[config.mk]
export PLATFORM = sky130hd
export DESIGN_NAME = instr_decode_flat
export DESIGN_NICKNAME = d
export VERILOG_FILES = /design/src/rtl/instr_decode_if.sv /design/src/rtl/instr_decode.sv /design/src/flat_wrapper.sv
export SDC_FILE = /design/constraint.sdc
export NUM_CORES = 2
export LEC_CHECK = 0
export ABC_CLOCK_PERIOD_IN_PS = 2600
export BUFFER_PORTS_ARGS = -buffer_cell sky130_fd_sc_hd__buf_2
export CELL_PAD_IN_SITES_DETAIL_PLACEMENT = 0
export CELL_PAD_IN_SITES_GLOBAL_PLACEMENT = 1
export CORE_MARGIN = 10
export CORE_UTILIZATION = 35
export CTS_BUF_LIST = sky130_fd_sc_hd__clkbuf_4 sky130_fd_sc_hd__clkbuf_8
export CTS_CLUSTER_DIAMETER = 50
export CTS_CLUSTER_SIZE = 40
export DETAILED_ROUTE_END_ITERATION = 6
export PLACE_DENSITY = 0.59
export SLEW_MARGIN = 20
export SYNTH_ARGS = -nofsm -noshare
export SYNTH_HDL_FRONTEND = slang
export SYNTH_SLANG_ARGS = --single-unit
export TNS_END_PERCENT = 100
[constraint.sdc]
create_clock -name clk -period 2.6 [get_ports clk]
set_clock_uncertainty 0.05 [all_clocks]
set_input_delay 0.52 -clock clk [delete_from_list [all_inputs] [get_ports clk]]
set_output_delay 0.52 -clock clk [all_outputs]
set_load 0.03 [all_outputs]
[src/rtl/instr_decode_if.sv]
// IF->ID->EX pipeline bus for the decode stage: fetch inputs, stall/flush,
// write-back port and the registered id2ex outputs.
interface instr_decode_if #(
    parameter int XLEN       = 32,
    parameter int REG_ADDR_W = 5
);
    logic [XLEN-1:0]       if2id_pc;
    logic [XLEN-1:0]       if2id_instruction;
    logic                  id_stall;
    logic                  id_flush;
    logic                  wb_reg_write;
    logic [REG_ADDR_W-1:0] wb_rd_addr;
    logic [XLEN-1:0]       wb_rd_data;

    logic [XLEN-1:0]       id2ex_pc;
    logic [XLEN-1:0]       id2ex_rs1_data;
    logic [XLEN-1:0]       id2ex_rs2_data;
    logic [XLEN-1:0]       id2ex_imm;
    logic [REG_ADDR_W-1:0] id2ex_rs1_addr;
    logic [REG_ADDR_W-1:0] id2ex_rs2_addr;
    logic [REG_ADDR_W-1:0] id2ex_rd_addr;
    logic [2:0]            id2ex_funct3;
    logic [3:0]            id2ex_alu_op;
    logic                  id2ex_alu_src_imm;
    logic                  id2ex_alu_src_pc;
    logic                  id2ex_reg_write;
    logic                  id2ex_mem_read;
    logic                  id2ex_mem_write;
    logic                  id2ex_branch;
    logic                  id2ex_jal;
    logic                  id2ex_jalr;
    logic                  id2ex_illegal;

    modport master (
        output if2id_pc, if2id_instruction, id_stall, id_flush,
               wb_reg_write, wb_rd_addr, wb_rd_data,
        input  id2ex_pc, id2ex_rs1_data, id2ex_rs2_data, id2ex_imm,
               id2ex_rs1_addr, id2ex_rs2_addr, id2ex_rd_addr, id2ex_funct3,
               id2ex_alu_op, id2ex_alu_src_imm, id2ex_alu_src_pc,
               id2ex_reg_write, id2ex_mem_read, id2ex_mem_write,
               id2ex_branch, id2ex_jal, id2ex_jalr, id2ex_illegal
    );

    modport slave (
        input  if2id_pc, if2id_instruction, id_stall, id_flush,
               wb_reg_write, wb_rd_addr, wb_rd_data,
        output id2ex_pc, id2ex_rs1_data, id2ex_rs2_data, id2ex_imm,
               id2ex_rs1_addr, id2ex_rs2_addr, id2ex_rd_addr, id2ex_funct3,
               id2ex_alu_op, id2ex_alu_src_imm, id2ex_alu_src_pc,
               id2ex_reg_write, id2ex_mem_read, id2ex_mem_write,
               id2ex_branch, id2ex_jal, id2ex_jalr, id2ex_illegal
    );
endinterface

[src/rtl/instr_decode.sv]
// RV32I decode stage: combinational decode, 32x32 register file with
// write-back bypass, and the id2ex pipeline register.
module instr_decode #(
    parameter int XLEN       = 32,
    parameter int REG_ADDR_W = 5
) (
    input logic           clk,
    input logic           rst,
    instr_decode_if.slave bus
);
    localparam logic [6:0] OPC_OP     = 7'b0110011;
    localparam logic [6:0] OPC_OP_IMM = 7'b0010011;
    localparam logic [6:0] OPC_LOAD   = 7'b0000011;
    localparam logic [6:0] OPC_STORE  = 7'b0100011;
    localparam logic [6:0] OPC_BRANCH = 7'b1100011;
    localparam logic [6:0] OPC_LUI    = 7'b0110111;
    localparam logic [6:0] OPC_AUIPC  = 7'b0010111;
    localparam logic [6:0] OPC_JAL    = 7'b1101111;
    localparam logic [6:0] OPC_JALR   = 7'b1100111;

    localparam logic [3:0] ALU_ADD   = 4'd0;
    localparam logic [3:0] ALU_SUB   = 4'd1;
    localparam logic [3:0] ALU_SLL   = 4'd2;
    localparam logic [3:0] ALU_SLT   = 4'd3;
    localparam logic [3:0] ALU_SLTU  = 4'd4;
    localparam logic [3:0] ALU_XOR   = 4'd5;
    localparam logic [3:0] ALU_SRL   = 4'd6;
    localparam logic [3:0] ALU_SRA   = 4'd7;
    localparam logic [3:0] ALU_OR    = 4'd8;
    localparam logic [3:0] ALU_AND   = 4'd9;
    localparam logic [3:0] ALU_PASSB = 4'd10;

    logic [XLEN-1:0]       ins;
    logic [6:0]            opcode;
    logic [6:0]            funct7;
    logic [2:0]            funct3;
    logic [REG_ADDR_W-1:0] rs1, rs2, rd;

    assign ins    = bus.if2id_instruction;
    assign opcode = ins[6:0];
    assign funct7 = ins[31:25];
    assign funct3 = ins[14:12];
    assign rs1    = ins[19:15];
    assign rs2    = ins[24:20];
    assign rd     = ins[11:7];

    logic [XLEN-1:0] imm_i, imm_s, imm_b, imm_u, imm_j;
    assign imm_i = {{20{ins[31]}}, ins[31:20]};
    assign imm_s = {{20{ins[31]}}, ins[31:25], ins[11:7]};
    assign imm_b = {{19{ins[31]}}, ins[31], ins[7], ins[30:25], ins[11:8], 1'b0};
    assign imm_u = {ins[31:12], 12'b0};
    assign imm_j = {{11{ins[31]}}, ins[31], ins[19:12], ins[20], ins[30:21], 1'b0};

    function automatic logic [3:0] alu_from_funct3(input logic [2:0] f3, input logic alt);
        case (f3)
            3'b000:  return alt ? ALU_SUB : ALU_ADD;
            3'b001:  return ALU_SLL;
            3'b010:  return ALU_SLT;
            3'b011:  return ALU_SLTU;
            3'b100:  return ALU_XOR;
            3'b101:  return alt ? ALU_SRA : ALU_SRL;
            3'b110:  return ALU_OR;
            default: return ALU_AND;
        endcase
    endfunction

    logic [XLEN-1:0] d_imm;
    logic [3:0]      d_alu_op;
    logic            d_src_imm, d_src_pc, d_reg_write, d_mem_read, d_mem_write;
    logic            d_branch, d_jal, d_jalr, d_illegal;

    always_comb begin
        d_imm       = '0;
        d_alu_op    = ALU_ADD;
        d_src_imm   = 1'b0;
        d_src_pc    = 1'b0;
        d_reg_write = 1'b0;
        d_mem_read  = 1'b0;
        d_mem_write = 1'b0;
        d_branch    = 1'b0;
        d_jal       = 1'b0;
        d_jalr      = 1'b0;
        d_illegal   = 1'b0;
        case (opcode)
            OPC_OP: begin
                d_reg_write = 1'b1;
                d_alu_op    = alu_from_funct3(funct3, ins[30]);
                if (!(funct7 == 7'b0000000 ||
                      (funct7 == 7'b0100000 && (funct3 == 3'b000 || funct3 == 3'b101))))
                    d_illegal = 1'b1;
            end
            OPC_OP_IMM: begin
                d_imm       = imm_i;
                d_src_imm   = 1'b1;
                d_reg_write = 1'b1;
                // instr[30] only selects SRA for immediates; ADDI never becomes SUB
                d_alu_op    = alu_from_funct3(funct3, funct3 == 3'b101 && ins[30]);
                if ((funct3 == 3'b001 && funct7 != 7'b0000000) ||
                    (funct3 == 3'b101 && funct7 != 7'b0000000 && funct7 != 7'b0100000))
                    d_illegal = 1'b1;
            end
            OPC_LOAD: begin
                d_imm       = imm_i;
                d_src_imm   = 1'b1;
                d_mem_read  = 1'b1;
                d_reg_write = 1'b1;
            end
            OPC_STORE: begin
                d_imm       = imm_s;
                d_src_imm   = 1'b1;
                d_mem_write = 1'b1;
            end
            OPC_BRANCH: begin
                d_imm     = imm_b;
                d_alu_op  = ALU_SUB;
                d_branch  = 1'b1;
                d_illegal = (funct3 == 3'b010 || funct3 == 3'b011);
            end
            OPC_LUI: begin
                d_imm       = imm_u;
                d_alu_op    = ALU_PASSB;
                d_src_imm   = 1'b1;
                d_reg_write = 1'b1;
            end
            OPC_AUIPC: begin
                d_imm       = imm_u;
                d_src_imm   = 1'b1;
                d_src_pc    = 1'b1;
                d_reg_write = 1'b1;
            end
            OPC_JAL: begin
                d_imm       = imm_j;
                d_jal       = 1'b1;
                d_src_imm   = 1'b1;
                d_src_pc    = 1'b1;
                d_reg_write = 1'b1;
            end
            OPC_JALR: begin
                d_imm       = imm_i;
                d_jalr      = 1'b1;
                d_src_imm   = 1'b1;
                d_reg_write = 1'b1;
            end
            default: d_illegal = 1'b1;
        endcase
        if (d_illegal) begin
            d_alu_op    = ALU_ADD;
            d_src_imm   = 1'b0;
            d_src_pc    = 1'b0;
            d_reg_write = 1'b0;
            d_mem_read  = 1'b0;
            d_mem_write = 1'b0;
            d_branch    = 1'b0;
            d_jal       = 1'b0;
            d_jalr      = 1'b0;
        end
        if (rd == '0)
            d_reg_write = 1'b0;
    end

    logic [XLEN-1:0] regs [0:31];
    logic [XLEN-1:0] rs1_val, rs2_val;

    always_ff @(posedge clk) begin
        if (rst)
            regs <= '{default: '0};
        else if (bus.wb_reg_write && bus.wb_rd_addr != '0)
            regs[bus.wb_rd_addr] <= bus.wb_rd_data;
    end

    always_comb begin
        rs1_val = '0;
        rs2_val = '0;
        if (rs1 != '0)
            rs1_val = (bus.wb_reg_write && bus.wb_rd_addr == rs1) ? bus.wb_rd_data : regs[rs1];
        if (rs2 != '0)
            rs2_val = (bus.wb_reg_write && bus.wb_rd_addr == rs2) ? bus.wb_rd_data : regs[rs2];
    end

    // Flush loads a full bubble (data fields zeroed too), which also covers flush+stall
    always_ff @(posedge clk) begin
        if (rst || bus.id_flush) begin
            bus.id2ex_pc          <= '0;
            bus.id2ex_rs1_data    <= '0;
            bus.id2ex_rs2_data    <= '0;
            bus.id2ex_imm         <= '0;
            bus.id2ex_rs1_addr    <= '0;
            bus.id2ex_rs2_addr    <= '0;
            bus.id2ex_rd_addr     <= '0;
            bus.id2ex_funct3      <= '0;
            bus.id2ex_alu_op      <= ALU_ADD;
            bus.id2ex_alu_src_imm <= 1'b0;
            bus.id2ex_alu_src_pc  <= 1'b0;
            bus.id2ex_reg_write   <= 1'b0;
            bus.id2ex_mem_read    <= 1'b0;
            bus.id2ex_mem_write   <= 1'b0;
            bus.id2ex_branch      <= 1'b0;
            bus.id2ex_jal         <= 1'b0;
            bus.id2ex_jalr        <= 1'b0;
            bus.id2ex_illegal     <= 1'b0;
        end else if (!bus.id_stall) begin
            bus.id2ex_pc          <= bus.if2id_pc;
            bus.id2ex_rs1_data    <= rs1_val;
            bus.id2ex_rs2_data    <= rs2_val;
            bus.id2ex_imm         <= d_imm;
            bus.id2ex_rs1_addr    <= rs1;
            bus.id2ex_rs2_addr    <= rs2;
            bus.id2ex_rd_addr     <= rd;
            bus.id2ex_funct3      <= funct3;
            bus.id2ex_alu_op      <= d_alu_op;
            bus.id2ex_alu_src_imm <= d_src_imm;
            bus.id2ex_alu_src_pc  <= d_src_pc;
            bus.id2ex_reg_write   <= d_reg_write;
            bus.id2ex_mem_read    <= d_mem_read;
            bus.id2ex_mem_write   <= d_mem_write;
            bus.id2ex_branch      <= d_branch;
            bus.id2ex_jal         <= d_jal;
            bus.id2ex_jalr        <= d_jalr;
            bus.id2ex_illegal     <= d_illegal;
        end
    end
endmodule

[src/flat_wrapper.sv]
// flat-port wrapper written by rule: the top's interface ports become plain ports
module instr_decode_flat 
#(
    parameter int XLEN       = 32,
    parameter int REG_ADDR_W = 5
)
  (clk, rst, bus_if2id_pc, bus_if2id_instruction, bus_id_stall, bus_id_flush, bus_wb_reg_write, bus_wb_rd_addr, bus_wb_rd_data, bus_id2ex_pc, bus_id2ex_rs1_data, bus_id2ex_rs2_data, bus_id2ex_imm, bus_id2ex_rs1_addr, bus_id2ex_rs2_addr, bus_id2ex_rd_addr, bus_id2ex_funct3, bus_id2ex_alu_op, bus_id2ex_alu_src_imm, bus_id2ex_alu_src_pc, bus_id2ex_reg_write, bus_id2ex_mem_read, bus_id2ex_mem_write, bus_id2ex_branch, bus_id2ex_jal, bus_id2ex_jalr, bus_id2ex_illegal);
  instr_decode_if #(.XLEN(XLEN), .REG_ADDR_W(REG_ADDR_W)) bus_i ();
  input logic clk;
  input logic rst;
  input wire logic [$bits(bus_i.if2id_pc)-1:0] bus_if2id_pc;
  input wire logic [$bits(bus_i.if2id_instruction)-1:0] bus_if2id_instruction;
  input wire logic [$bits(bus_i.id_stall)-1:0] bus_id_stall;
  input wire logic [$bits(bus_i.id_flush)-1:0] bus_id_flush;
  input wire logic [$bits(bus_i.wb_reg_write)-1:0] bus_wb_reg_write;
  input wire logic [$bits(bus_i.wb_rd_addr)-1:0] bus_wb_rd_addr;
  input wire logic [$bits(bus_i.wb_rd_data)-1:0] bus_wb_rd_data;
  output wire logic [$bits(bus_i.id2ex_pc)-1:0] bus_id2ex_pc;
  output wire logic [$bits(bus_i.id2ex_rs1_data)-1:0] bus_id2ex_rs1_data;
  output wire logic [$bits(bus_i.id2ex_rs2_data)-1:0] bus_id2ex_rs2_data;
  output wire logic [$bits(bus_i.id2ex_imm)-1:0] bus_id2ex_imm;
  output wire logic [$bits(bus_i.id2ex_rs1_addr)-1:0] bus_id2ex_rs1_addr;
  output wire logic [$bits(bus_i.id2ex_rs2_addr)-1:0] bus_id2ex_rs2_addr;
  output wire logic [$bits(bus_i.id2ex_rd_addr)-1:0] bus_id2ex_rd_addr;
  output wire logic [$bits(bus_i.id2ex_funct3)-1:0] bus_id2ex_funct3;
  output wire logic [$bits(bus_i.id2ex_alu_op)-1:0] bus_id2ex_alu_op;
  output wire logic [$bits(bus_i.id2ex_alu_src_imm)-1:0] bus_id2ex_alu_src_imm;
  output wire logic [$bits(bus_i.id2ex_alu_src_pc)-1:0] bus_id2ex_alu_src_pc;
  output wire logic [$bits(bus_i.id2ex_reg_write)-1:0] bus_id2ex_reg_write;
  output wire logic [$bits(bus_i.id2ex_mem_read)-1:0] bus_id2ex_mem_read;
  output wire logic [$bits(bus_i.id2ex_mem_write)-1:0] bus_id2ex_mem_write;
  output wire logic [$bits(bus_i.id2ex_branch)-1:0] bus_id2ex_branch;
  output wire logic [$bits(bus_i.id2ex_jal)-1:0] bus_id2ex_jal;
  output wire logic [$bits(bus_i.id2ex_jalr)-1:0] bus_id2ex_jalr;
  output wire logic [$bits(bus_i.id2ex_illegal)-1:0] bus_id2ex_illegal;
  assign bus_i.if2id_pc = bus_if2id_pc;
  assign bus_i.if2id_instruction = bus_if2id_instruction;
  assign bus_i.id_stall = bus_id_stall;
  assign bus_i.id_flush = bus_id_flush;
  assign bus_i.wb_reg_write = bus_wb_reg_write;
  assign bus_i.wb_rd_addr = bus_wb_rd_addr;
  assign bus_i.wb_rd_data = bus_wb_rd_data;
  assign bus_id2ex_pc = bus_i.id2ex_pc;
  assign bus_id2ex_rs1_data = bus_i.id2ex_rs1_data;
  assign bus_id2ex_rs2_data = bus_i.id2ex_rs2_data;
  assign bus_id2ex_imm = bus_i.id2ex_imm;
  assign bus_id2ex_rs1_addr = bus_i.id2ex_rs1_addr;
  assign bus_id2ex_rs2_addr = bus_i.id2ex_rs2_addr;
  assign bus_id2ex_rd_addr = bus_i.id2ex_rd_addr;
  assign bus_id2ex_funct3 = bus_i.id2ex_funct3;
  assign bus_id2ex_alu_op = bus_i.id2ex_alu_op;
  assign bus_id2ex_alu_src_imm = bus_i.id2ex_alu_src_imm;
  assign bus_id2ex_alu_src_pc = bus_i.id2ex_alu_src_pc;
  assign bus_id2ex_reg_write = bus_i.id2ex_reg_write;
  assign bus_id2ex_mem_read = bus_i.id2ex_mem_read;
  assign bus_id2ex_mem_write = bus_i.id2ex_mem_write;
  assign bus_id2ex_branch = bus_i.id2ex_branch;
  assign bus_id2ex_jal = bus_i.id2ex_jal;
  assign bus_id2ex_jalr = bus_i.id2ex_jalr;
  assign bus_id2ex_illegal = bus_i.id2ex_illegal;
  instr_decode #(.XLEN(XLEN), .REG_ADDR_W(REG_ADDR_W)) u_core (.clk(clk), .rst(rst), .bus(bus_i));
endmodule
Word level (Yosys, flattened, before mapping)
Cells that the tools add are included.
{"block": "word_totals", "register_bits": 1183, "in_bits": 106, "output_inout_bits": 159}
{"block": "op_classes", "magnitude_cmp": 4, "n_eq_ne": 19, "n_mux": 42, "bitwise": 3, "n_reduce_logical": 27}
{"operator": "bitwise mux 1024 bit", "n": 1}
{"operator": "binary-select mux 32 bit (select 5 bit)", "n": 2}
{"operator": "two-way mux 32 bit", "n": 9}
{"operator": "demux 32 bit (select 5 bit)", "n": 1}
{"operator": "case mux 32 bit (5 select lines)", "n": 1}
{"operator": "case mux 4 bit (7 select lines)", "n": 2}
{"operator": "equality test 7 x 6 -> 1 bit, second input constant", "n": 4}
{"operator": "two-way mux 1 bit", "n": 23}
{"operator": "equality test 7 bit, second input constant", "n": 3}
{"operator": ">= comparator 6 bit, second input constant", "n": 3}
{"operator": "inverter 5 -> 6 bit", "n": 3}
{"operator": "case mux 4 bit (4 select lines)", "n": 1}
{"operator": "nonzero test 5 bit", "n": 3}
{"operator": "equality test 7 x 5 -> 1 bit, second input constant", "n": 2}
{"operator": "OR reduction 7 bit", "n": 2}
{"operator": "equality test 5 bit", "n": 2}
{"operator": "equality test 3 bit, second input constant", "n": 3}
{"operator": "logical AND 1 bit", "n": 9}
{"operator": "equality test 7 x 2 -> 1 bit, second input constant", "n": 1}
{"operator": "zero test 7 bit", "n": 1}
{"operator": "!= test 7 x 6 -> 1 bit, second input constant", "n": 1}
{"operator": "nonzero test 7 bit", "n": 1}
{"operator": "equality test 3 x 2 -> 1 bit, second input constant", "n": 2}
{"operator": "< comparator 6 x 1 -> 1 bit, second input constant", "n": 1}
{"operator": "9 further kinds", "n": 14}

Longest topological paths before layout
{"block": "logic_depth", "ltp_word": 8, "ltp_mapped": 9, "ltp_nobuf": 5}

Least setup slack after synthesis
OpenSTA, ideal clock, no wires.
{"block": "synth_timing", "kind": "input -> register", "startpoint": "input port bus_if2id_instruction[20]", "endpoint": "register u_core.bus.id2ex_rs2_data[21]", "setup_ps": 122, "arrival_ps": 2048, "required_time_ps": 2428, "setup_slack_ps": 381, "stages": 7, "n_path_buf": 3, "path_cell_list": "buf_4 buf_4 buf_2 mux4_2 o22ai_1 nor4_1 a221o_1"}
{"block": "synth_via", "elab_chain_cells": 6, "elab_cells_between_ends": 9, "cone_classes": "eq/ne: 1; mux: 5; bitwise: 1; reduce/logical: 2"}
{"element": "start: declaration", "line": "flat_wrapper.sv:12", "source": "input wire logic [$bits(bus_i.if2id_instruction)-1:0] bus_if2id_instruction;"}
{"element": "inverter 5 -> 6 bit (implied by the code)", "line": "instr_decode.sv:177", "source": "rs2_val = (bus.wb_reg_write && bus.wb_rd_addr == rs2) ? bus.wb_rd_data : regs[rs2];"}
{"element": "binary-select mux 32 bit (select 5 bit)", "line": "instr_decode.sv:177"}
{"element": "two-way mux 32 bit (implied by the code) (2 in a row)", "line": "instr_decode.sv:177"}
{"element": "two-way mux 32 bit", "line": "instr_decode.sv:177"}
{"element": "two-way mux 32 bit (*)", "line": "instr_decode.sv:176", "source": "if (rs2 != '0)"}
{"element": "end signal: assignment", "line": "instr_decode.sv:204", "source": "bus.id2ex_rs2_data <= rs2_val;"}
{"element": "end: declaration", "line": "instr_decode_if.sv:47", "source": "output id2ex_pc, id2ex_rs1_data, id2ex_rs2_data, id2ex_imm,"}
Mark *: on every way between the ends. The rest lies on a longest branch, timed or not. The select of a mux whose other input is x is not followed.
A chain may end at the register's enable or synchronous reset.

Worst setup path in the final report
{"block": "layout_timing", "startpoint": "input port bus_if2id_instruction[24]", "endpoint": "register u_core.bus.id2ex_rs2_data[11]"}
The elaborated chain is that of the path after synthesis.

==> flow_summary.toml <==
[status]
status = "finished clean"

[logic_synthesis]
yosys_warnings = 0
ys.flop_type = "dfxtp_1"
yosysTopAreaCell = "dfxtp_1"
synth_top_cell_area_share_pct = 41.3
synth.most_common_cell = "nand2_1"
synthCells = 6792
syn-num-nets = 6898
synth_area_leaders = "dfxtp_1 41%, nand2_1 13%, mux2i_1 12%"
ys_types = 67
synth_edf_count = 0
syn_avg_cell_area_um2 = 8.43
synth.top_cells.by_count = "2054 x nand2_1, 1183 x dfxtp_1, 1016 x a21oi_1"
ys_ff_latch = 1183
yosysSeqAreaShare_pct = 41.3
synth_area_um2 = 57300
ys_async_sr_fraction_pct = 0

[timing]
slew_violations = 0
setup_viol = 0
worst_slew_pin_slew_ns = 1.03
fmaxAchievable_mhz = 419
rsz0062_at_grt = "false"
min_period_ns = 2.39
post-route-period-util_pct = 91.9
relSlewSlack_pct = 31.1
finalHoldViolations = 0

[critical_path]
cp_max_fo = 16
startpoint_type = "primary input"
end_kind = "register"
path_class = "in -> reg"
cpMaxStageDelayCell = "dlygate4sd3_1"
cp_slowest_stage_delay_ns = 0.54
crit_path_cell_trace = "dlygate4sd3_1 > buf_2 > buf_12 > and4b_2 > buf_4 > a22oi_1 > nand4_1 > nor4_1 > a221o_1"
required_ns = 3.44
critPathArrivalTime_ns = 3.23

[finish]
regArea_um2 = 23700
fin_nets = 7033
design_area_um2 = 67800
nFillCells = 16200
multi_input_area_um2 = 31000
drive_above_1_share_pct = 17.1
syn_to_final_growth_pct = 18.4

[placement]
place_hpwl_um = 179000
gp_congestion = 0.881
portBuffers = 264
dpl_cell_area_um2 = 63400

[clock_tree]
cts_buffers = 153
cts_setup_buffers = 0
cts_htree_levels = 4
cts_tree = "built"
clk_path_buf_depth = 3
cts-resized-gates = 0
clock_latency_ns = 0.96
hold_buffers = 66
clockRootBuffer = "clkbuf_8"
clk_pin_slew_ns = 0.08
clkSinkCount = 1183

[detailed_routing]
wl_met1_um = 119000
wl_per_cell_um = 29.5
post_drt_via_cell_ratio = 5.80
dr_wl_met3_um = 21300
drt_first_pass_iters = 5
dr_total_vias = 53500
highest_layer = "met5"
ant_nets = 0
routed_wl_um = 273000
drt_iter0_markers = 6373
met2_length_um = 123000
remaining_drc_errors = 0

[power]
p_leak_nw = 24.0
ir_drop_v = 0.000547
power_mw = 39.7
powerDensity_nw_per_um2 = 586

[global_routing]
grt_pass1_wl_um = 385000
grt_use_total_pct = 29.0
grt.overflow.total = 0
antenna_found_initial = 8
grt_max_degree = 154
grt_pass1_vias = 50600

[hold_path]
hold_path.class = "in -> reg"

[floorplan]
start_util_pct = 35.2
io_pins = 265
die-width_um = 425
core_um2 = 163000
fp.dieH_um = 425
dieArea_um2 = 180000
rows = 148

[run]
maxCapViolations = 0
state kept, by name (all words and copies together), names as in the netlist:
register and cells:
u_core.regs 1024, u_core.bus.id2ex_imm 32, u_core.bus.id2ex_pc 32, u_core.bus.id2ex_rs1_data 32, u_core.bus.id2ex_rs2_data 32, u_core.bus.id2ex_rd_addr 5
u_core.bus.id2ex_rs1_addr 5, u_core.bus.id2ex_rs2_addr 5, u_core.bus.id2ex_alu_op 4, u_core.bus.id2ex_funct3 3, u_core.bus.id2ex_alu_src_imm 1, u_core.bus.id2ex_alu_src_pc 1
u_core.bus.id2ex_branch 1, u_core.bus.id2ex_illegal 1, u_core.bus.id2ex_jal 1, u_core.bus.id2ex_jalr 1, u_core.bus.id2ex_mem_read 1, u_core.bus.id2ex_mem_write 1
u_core.bus.id2ex_reg_write 1
stage by stage:
stage	cells	hold slack [ns]	setup TNS (ns)	utilization (%)	worst slack, ns
6_report	9235	0.0643	0	41.7	0.212
5_1_grt	9233	0.0562	0	41.7	0.238
4_1_cts	9229	0.00788	0	41.7	0.229
3_5_place_dp	8881	0.387	-0.649	39.0	-0.131
3_3_place_gp	8881	0.383	-0.812	39.0	-0.166
2_1_floorplan	6792	0.393	0	-	0.381
layer usage:
layer	global-route usage (%)	up-vias
li1	-	24000
met1	39.8	26600
met4	10.0	2
met2	45.7	2446
met5	0	-
met3	4.90	454
critical path, delay by kind of cell:
kind | cells | cell delay (ns)
AO/OA/AOI/OAI | 2 | 0.35
AND/OR/NAND/NOR | 3 | 1.19
buffers and inverters | 4 | 1.14
layout by cell type (no fill, tap or decap), drive strengths merged, types with 21 or more instances in the layout:
cell type    netlist  final
nand2           2054   2054
dfxtp           1183   1183
a21oi           1017   1017
mux2i            688    688
buf              237    625
a22oi            332    332
mux4             193    193
clkbuf           474    190
nor2             128    128
nor4              67     67
dlygate4sd3        0     66
nand4             64     64
o22ai             64     64
a221o             63     63
o21ai             40     40
inv                6     38
nor2b             34     34
o211ai            33     33
bufinv             0     21
clkinv             0     21
path summary, 6_finish.rpt:
path                                                         startpoint                                          to  slack [ns]  depth (start not counted)
worst max-delay path                          bus_if2id_instruction[24]  u_core.bus.id2ex_rs2_data[11]$_SDFFE_PP0N_        0.21                          9
worst min-delay path                                 bus_wb_rd_data[26]               u_core.regs[410]$_SDFFE_PP0P_        0.06                          3
worst max register to register            u_core.regs[683]$_SDFFE_PP0P_  u_core.bus.id2ex_rs2_data[11]$_SDFFE_PP0N_        0.79                          5
worst min register to register  u_core.bus.id2ex_alu_op[0]$_SDFFE_PP0N_     u_core.bus.id2ex_alu_op[0]$_SDFFE_PP0N_        0.40                          2
report_power, final:
part / switching [mW] / internal [mW] / leakage, nW
Sequential: 0.164 / 18.3 / 9.54
Combinational: 2.60 / 1.36 / 12.6
Clock: 8.53 / 8.80 / 1.87
logic make-up (layout without fill, tap and decap cells):
group / count (synthesis) / count (layout) / share of synthesized area, %
flops: 1183 / 1183 / 41.3
xor+xnor: 10 / 10 / 0.153
simple gates: 2428 / 2428 / 17.3
other cells: 0 / 6 / 0
mux: 881 / 881 / 19.6
compound gates: 1573 / 1573 / 16.2
buf+inv: 717 / 979 / 5.39
final cells by class:
type                       instances  share of cell area [%]
timing repair buffer             691                    9.85
sequential                      1183                    34.9
clock inverter                    92                    1.81
multi-input combinational       4892                    45.7
tap                             2175                    4.01
inverter                           6                  0.0332
antenna                            6                  0.0221
clock buffer                     190                    3.72
No activity file was read; power rests on OpenSTA's default activity.
